<file path="config.mk">
export PLATFORM = sky130hd
export DESIGN_NAME = alu_share_ctrl
export DESIGN_NICKNAME = d
export VERILOG_FILES = /design/src/rtl/alu_ctrl_pkg.sv /design/src/rtl/rr_arb2.sv /design/src/rtl/alu_share_ctrl.sv
export SDC_FILE = /design/constraint.sdc
export NUM_CORES = 1
export LEC_CHECK = 0
export ABC_AREA = 1
export CORE_AREA = 4 4 125 127
export DETAILED_ROUTE_END_ITERATION = 7
export DIE_AREA = 0 0 129 131
export MAX_ROUTING_LAYER = met4
export PLACE_DENSITY_LB_ADDON = 0.05
export SETUP_SLACK_MARGIN = 0.05
export SLEW_MARGIN = 20
export SYNTH_ARGS = -nofsm -noshare
export SYNTH_HDL_FRONTEND = slang
export SYNTH_HIERARCHICAL = 1
export SYNTH_SLANG_ARGS = --single-unit
</file>
<file path="constraint.sdc">
create_clock -name clk -period 3 [get_ports clk]
set_clock_uncertainty 0.05 [all_clocks]
set_input_delay 0.9 -clock clk [delete_from_list [all_inputs] [get_ports clk]]
set_output_delay 0.9 -clock clk [all_outputs]
set_load 0.005 [all_outputs]
</file>
<file path="src/rtl/alu_ctrl_pkg.sv">
// Shared constants and state encoding for the shared-ALU sequencer.
package alu_ctrl_pkg;

    localparam logic [1:0] ALUOP_LDST   = 2'd0;
    localparam logic [1:0] ALUOP_BRANCH = 2'd1;
    localparam logic [1:0] ALUOP_RTYPE  = 2'd2;

    // Funccode is {funct7[5], ..., funct3}; only the codes in use are named.
    localparam logic [9:0] FUNC_ADD = 10'd0;
    localparam logic [9:0] FUNC_SUB = 10'd256;
    localparam logic [9:0] FUNC_OR  = 10'd6;
    localparam logic [9:0] FUNC_AND = 10'd7;

    typedef enum logic [1:0] {
        IDLE = 2'd0,
        EXEC = 2'd1,
        RESP = 2'd2
    } state_t;

endpackage

</file>
<file path="src/rtl/rr_arb2.sv">
// Two-way round-robin grant selection; the pointer names the favoured requester
// when both are asserted. Pointer bookkeeping lives with the caller.
module rr_arb2 (
    input  logic [1:0] req,
    input  logic       pointer,
    output logic [1:0] grant,
    output logic       grant_idx
);

    always_comb begin
        grant     = 2'b00;
        grant_idx = 1'b0;
        case (req)
            2'b01: begin
                grant     = 2'b01;
                grant_idx = 1'b0;
            end
            2'b10: begin
                grant     = 2'b10;
                grant_idx = 1'b1;
            end
            2'b11: begin
                grant     = pointer ? 2'b10 : 2'b01;
                grant_idx = pointer;
            end
            default: begin
                grant     = 2'b00;
                grant_idx = 1'b0;
            end
        endcase
    end

endmodule

</file>
<file path="src/rtl/alu_share_ctrl.sv">
// Shares one combinational ALU between two requesters: accepts one op, holds the
// operands for a settle time, captures result/flags and returns a tagged response.
//
//   state | meaning
//   IDLE  | arbitrating, ready offered to the granted requester
//   EXEC  | operands driven into the ALU, settle counter running
//   RESP  | captured response presented until rsp_ready
module alu_share_ctrl
    import alu_ctrl_pkg::*;
#(
    parameter int WIDTH         = 32,
    parameter int FUNC_W        = 10,
    parameter int SETTLE_CYCLES = 1
) (
    input  logic              clk,
    input  logic              rst_n,

    input  logic              r0_valid,
    output logic              r0_ready,
    input  logic [1:0]        r0_aluop,
    input  logic [FUNC_W-1:0] r0_funccode,
    input  logic [WIDTH-1:0]  r0_a,
    input  logic [WIDTH-1:0]  r0_b,

    input  logic              r1_valid,
    output logic              r1_ready,
    input  logic [1:0]        r1_aluop,
    input  logic [FUNC_W-1:0] r1_funccode,
    input  logic [WIDTH-1:0]  r1_a,
    input  logic [WIDTH-1:0]  r1_b,

    output logic [1:0]        alu_aluop,
    output logic [FUNC_W-1:0] alu_funccode,
    output logic [WIDTH-1:0]  alu_a,
    output logic [WIDTH-1:0]  alu_b,
    input  logic [WIDTH-1:0]  alu_result,
    input  logic              alu_zero,
    input  logic              alu_overflow,
    input  logic              alu_carryout,

    output logic              rsp_valid,
    input  logic              rsp_ready,
    output logic              rsp_id,
    output logic [WIDTH-1:0]  rsp_result,
    output logic              rsp_zero,
    output logic              rsp_overflow,
    output logic              rsp_carryout,

    output logic              busy,
    output logic [15:0]       ops_done
);

    localparam int CNT_W = (SETTLE_CYCLES < 1) ? 1 : $clog2(SETTLE_CYCLES + 1);

    generate
        if (SETTLE_CYCLES < 1) begin : g_bad_settle
            $error("alu_share_ctrl: SETTLE_CYCLES must be at least 1");
        end
    endgenerate

    state_t             state_q, state_d;
    logic               rr_q, rr_d;
    logic               id_q, id_d;
    logic [CNT_W-1:0]   cnt_q, cnt_d;
    logic [1:0]         alu_aluop_q, alu_aluop_d;
    logic [FUNC_W-1:0]  alu_funccode_q, alu_funccode_d;
    logic [WIDTH-1:0]   alu_a_q, alu_a_d;
    logic [WIDTH-1:0]   alu_b_q, alu_b_d;
    logic [WIDTH-1:0]   rsp_result_q, rsp_result_d;
    logic               rsp_zero_q, rsp_zero_d;
    logic               rsp_overflow_q, rsp_overflow_d;
    logic               rsp_carryout_q, rsp_carryout_d;
    logic [15:0]        ops_done_q, ops_done_d;

    logic [1:0]         req;
    logic [1:0]         grant;
    logic               grant_idx;
    logic               in_idle;
    logic               accept;

    assign req = {r1_valid, r0_valid};

    rr_arb2 u_arb (
        .req       (req),
        .pointer   (rr_q),
        .grant     (grant),
        .grant_idx (grant_idx)
    );

    assign in_idle  = (state_q == IDLE);
    assign r0_ready = in_idle && grant[0];
    assign r1_ready = in_idle && grant[1];
    // The arbiter only grants an asserted request, so any grant is a handshake.
    assign accept   = in_idle && (grant != 2'b00);

    always_comb begin
        state_d        = state_q;
        rr_d           = rr_q;
        id_d           = id_q;
        cnt_d          = cnt_q;
        alu_aluop_d    = alu_aluop_q;
        alu_funccode_d = alu_funccode_q;
        alu_a_d        = alu_a_q;
        alu_b_d        = alu_b_q;
        rsp_result_d   = rsp_result_q;
        rsp_zero_d     = rsp_zero_q;
        rsp_overflow_d = rsp_overflow_q;
        rsp_carryout_d = rsp_carryout_q;
        ops_done_d     = ops_done_q;

        case (state_q)
            IDLE: begin
                if (accept) begin
                    alu_aluop_d    = grant_idx ? r1_aluop    : r0_aluop;
                    alu_funccode_d = grant_idx ? r1_funccode : r0_funccode;
                    alu_a_d        = grant_idx ? r1_a        : r0_a;
                    alu_b_d        = grant_idx ? r1_b        : r0_b;
                    id_d           = grant_idx;
                    rr_d           = ~grant_idx;
                    cnt_d          = CNT_W'(SETTLE_CYCLES);
                    state_d        = EXEC;
                end
            end
            EXEC: begin
                if (cnt_q == CNT_W'(1)) begin
                    rsp_result_d   = alu_result;
                    rsp_zero_d     = alu_zero;
                    rsp_overflow_d = alu_overflow;
                    rsp_carryout_d = alu_carryout;
                    state_d        = RESP;
                end else begin
                    cnt_d = cnt_q - CNT_W'(1);
                end
            end
            RESP: begin
                if (rsp_ready) begin
                    ops_done_d = ops_done_q + 16'd1;
                    state_d    = IDLE;
                end
            end
            default: begin
                state_d = IDLE;
            end
        endcase
    end

    always_ff @(posedge clk) begin
        if (!rst_n) begin
            state_q        <= IDLE;
            rr_q           <= 1'b0;
            id_q           <= 1'b0;
            cnt_q          <= '0;
            alu_aluop_q    <= '0;
            alu_funccode_q <= '0;
            alu_a_q        <= '0;
            alu_b_q        <= '0;
            rsp_result_q   <= '0;
            rsp_zero_q     <= 1'b0;
            rsp_overflow_q <= 1'b0;
            rsp_carryout_q <= 1'b0;
            ops_done_q     <= '0;
        end else begin
            state_q        <= state_d;
            rr_q           <= rr_d;
            id_q           <= id_d;
            cnt_q          <= cnt_d;
            alu_aluop_q    <= alu_aluop_d;
            alu_funccode_q <= alu_funccode_d;
            alu_a_q        <= alu_a_d;
            alu_b_q        <= alu_b_d;
            rsp_result_q   <= rsp_result_d;
            rsp_zero_q     <= rsp_zero_d;
            rsp_overflow_q <= rsp_overflow_d;
            rsp_carryout_q <= rsp_carryout_d;
            ops_done_q     <= ops_done_d;
        end
    end

    assign alu_aluop    = alu_aluop_q;
    assign alu_funccode = alu_funccode_q;
    assign alu_a        = alu_a_q;
    assign alu_b        = alu_b_q;

    // rsp_valid and busy decode straight from the registered state, so both are 0 out of reset.
    assign rsp_valid    = (state_q == RESP);
    assign rsp_id       = id_q;
    assign rsp_result   = rsp_result_q;
    assign rsp_zero     = rsp_zero_q;
    assign rsp_overflow = rsp_overflow_q;
    assign rsp_carryout = rsp_carryout_q;

    assign busy         = !in_idle;
    assign ops_done     = ops_done_q;

endmodule

</file>
==> results.toml, run 1 <==
[floorplanning]
die_area_um2 = 16900
die_h_um = 131
placementRows = 44
io_pins = 324
initial_core_util = 0.370
die_w_um = 129
coreArea_um2 = 14400

[finish]
layout_commonest_cell = "clkdlybuf4s50_1"
area_growth_pct = 75.9
drive_gt1_frac = 0.0541
utilization = 0.651
fillers = 1269
nNetsFinal = 1235
diodes = 0
mostFrequentLayoutCells = "clkdlybuf4s50_1, nand2_1, dfxtp_1"

[sta]
hold_viol_final = 0
setup_slack_ns = 0.333
finalMaxSlewViolations = 0
tightest_slew_ns = 0.619
fmax_mhz = 375
post-route-min-period_ns = 2.67
grt_setup_unrepaired = "false"
maxSlewHeadroom = 0.586
finalCritPeriodShare = 0.889
setup_viol = 0

[power]
p_total_mw = 5.25
p_switching_mw = 1.33
p_sw_frac = 0.253
p_int_mw = 3.92
leakagePower_nw = 3.38
powerDensity_nw_per_um2 = 559
irDropWorstVdd_mv = 0.448
p_comb_frac = 0.216
p_seq_frac = 0.379
clock_power_share = 0.405

[routing]
wl_met3_um = 1840
routedWlPerCell_um = 16.3
routed_wl_um = 20100
first_pass_iters = 4
num_vias = 5961
first_iter_violations = 324
top_layer = "met4"
met1Wirelength_um = 8020
ant_nets = 0
drcViolationCount = 0
dr_wl_met2_um = 9680
routed_via_density = 4.82

[yosys]
synth_top_area_frac = 0.495
synthMuxAreaShare = 0
synth_top_flop_cell = "dfxtp_1"
synth-compound-area-share = 0.146
synth_edf_count = 0
synth_top_family_by_area = "simple AND/OR/NAND/NOR gates"
syn_area_um2 = 5340
synth.distinct_cells = 26
synth_area_per_cell_um2 = 7.31
netlist_instances = 731
netlist_top_cells_area = "dfxtp_1, nand2_1, a31oi_1, a21oi_1, nand3_1"
synth-simple-area-share = 0.292
synthAdderAreaFrac = 0.00234
async_flop_share = 0
seq_area_frac_synth = 0.495
synth-seq-cells = 132
synthXorXnorAreaFrac = 0.00164
syn_nets = 924
ys_warn_count = 6
synth_top_area_cell = "dfxtp_1"

[grt]
grt_util_all_layers = 0.233
grt_pass1_wl_um = 29400
grt_max_degree = 64
antenna_found_initial = 0
overflow = 0
grt_pass1_vias = 5550

[clock_tree]
tritoncts = "built"
clockRootBuffer = "clkbuf_16"
htree_num_levels = 4
postCtsHoldBufs = 0
insertion_delay_ns = 0.42
cts_sinks = 132
cts_made_buffers = 17
clk_pin_slew_ns = 0.06
clk_path_buf_depth = 2

[setup_path]
rrSetupSlack_ns = 1.13
cp.required_ns = 2.05
crit_start = "r1_valid"
cp-end-kind = "primary output"
worstPathArrival_ns = 1.72
worstPathMaxFanout = 3
critPathKind = "input port to primary output"
rr_startpoint = "rr_q"
crit_path_end = "r1_ready"
cp-start-kind = "input port"
r2r_cells = 9
reg2reg_to = "rr_q"

[placement]
dp_hpwl_um = 14300
place_ws_ns = -0.207
gp_congestion = 0.815
port_buffers = 323

[flow_run]
max_cap_violations = 0

[outcome]
outcome = "completed"

[min_path]
holdCritPathClass = "register to register"
## area by class of cell
class                           instances  area [µm²]  area share
Timing Repair Buffer                  341        3450       0.368
Sequential cell                       132        2640       0.281
Multi-Input combinational cell        523        2370       0.252
Clock buffer                           19         433      0.0461
Tap cell                              184         230      0.0245
Clock inverter                         11         161      0.0172
Inverter                               27         103      0.0109
## worst min path at each step
stage | startpoint | end | depth (start not counted)
4_1_cts | rsp_result[4] | rsp_result[4] | 2
3_3_place_gp | rsp_result[22] | rsp_result[22] | 2
5_1_grt | rsp_result[21] | rsp_result[21] | 2
6_report | rsp_result[31] | rsp_result[31] | 2
2_1_floorplan | rsp_carryout | rsp_carryout | 2
3_5_place_dp | rsp_result[4] | rsp_result[4] | 2
## registers in the layout, indices dropped and copies added (netlist names)
signal,count
alu_b,32
ops_done,16
rsp_result,32
rsp_id,1
state_q,2
rsp_carryout,1
alu_funccode,10
rr_q,1
rsp_overflow,1
alu_aluop,2
cnt_q,1
rsp_zero,1
alu_a,32
## critical path, cell delays in order
cell and delay [ns]:
dlygate4sd2_1 0.25, nand3_1 0.12, nand2_1 0.10, inv_1 0.04, nor2_1 0.08, dlygate4sd2_1 0.23
## Yosys cell counts, drive strengths merged (2+ instances only)
cell	instances
nand2	300
nand3	44
o21ai	5
inv	26
dfxtp	132
a31oi	77
nand4	5
buf	22
a211oi	2
nor2	37
clkbuf	27
nor3	2
a21oi	45
## cells by family (layout without fill, tap and decap cells)
| kind of cell | Yosys count | after routing |
|---|---|---|
| simple gates | 389 | 389 |
| compound gates | 132 | 132 |
| flops | 132 | 132 |
| buf+inv | 76 | 398 |
| fa+ha+maj | 1 | 1 |
| xor+xnor | 1 | 1 |
## metrics by stage
stage               cells  hold slack [ns]  setup TNS, ns  cell area [µm²]
detailed placement   1206            0.401         -0.374             8790
global route         1237            0.425              0             9390
finish               1237            0.410              0             9390
global placement     1206            0.398         -0.328             8790
floorplan             731            0.407              0             5340
CTS                  1237            0.410              0             9390
## repair_timing
| action | 4_1_cts | 5_1_grt |
|---|---|---|
| endpoints found under the hold margin | 0 | 0 |
| pin swaps | 1 | 1 |
| setup endpoints to repair | 2 | 2 |
| resized for setup | 4 | 2 |
| buffers inserted | 1 | 0 |
## power by group through the flow
stage               combinational [mW]  sequential, mW  clock, mW
global route                      1.23            2.00       2.23
global placement                  1.14            2.02          0
detailed placement                1.14            2.02          0
CTS                               1.15            1.99       2.16
floorplan                        0.423            2.03          0
finish                            1.13            1.99       2.13
## layer usage
layer | up-vias | GRT usage
met5 | - | -
met2 | 237 | 0.373
li1 | 3030 | -
met3 | 40 | 0.0907
met4 | 0 | 0.0945
met1 | 2654 | 0.261
Power figures use the tool's default switching activity.
==> run 2, diff against run 1 <==
--- a/config.mk
+++ b/config.mk
@@ -7,6 +7,7 @@
 export LEC_CHECK = 0
 export ABC_AREA = 1
 export CORE_AREA = 4 4 125 127
+export CTS_CLUSTER_DIAMETER = 60
 export DETAILED_ROUTE_END_ITERATION = 7
 export DIE_AREA = 0 0 129 131
 export MAX_ROUTING_LAYER = met4
==> results of run 2 <==
Same layout as run 1: the final DEF is identical, and so are final timing and power.
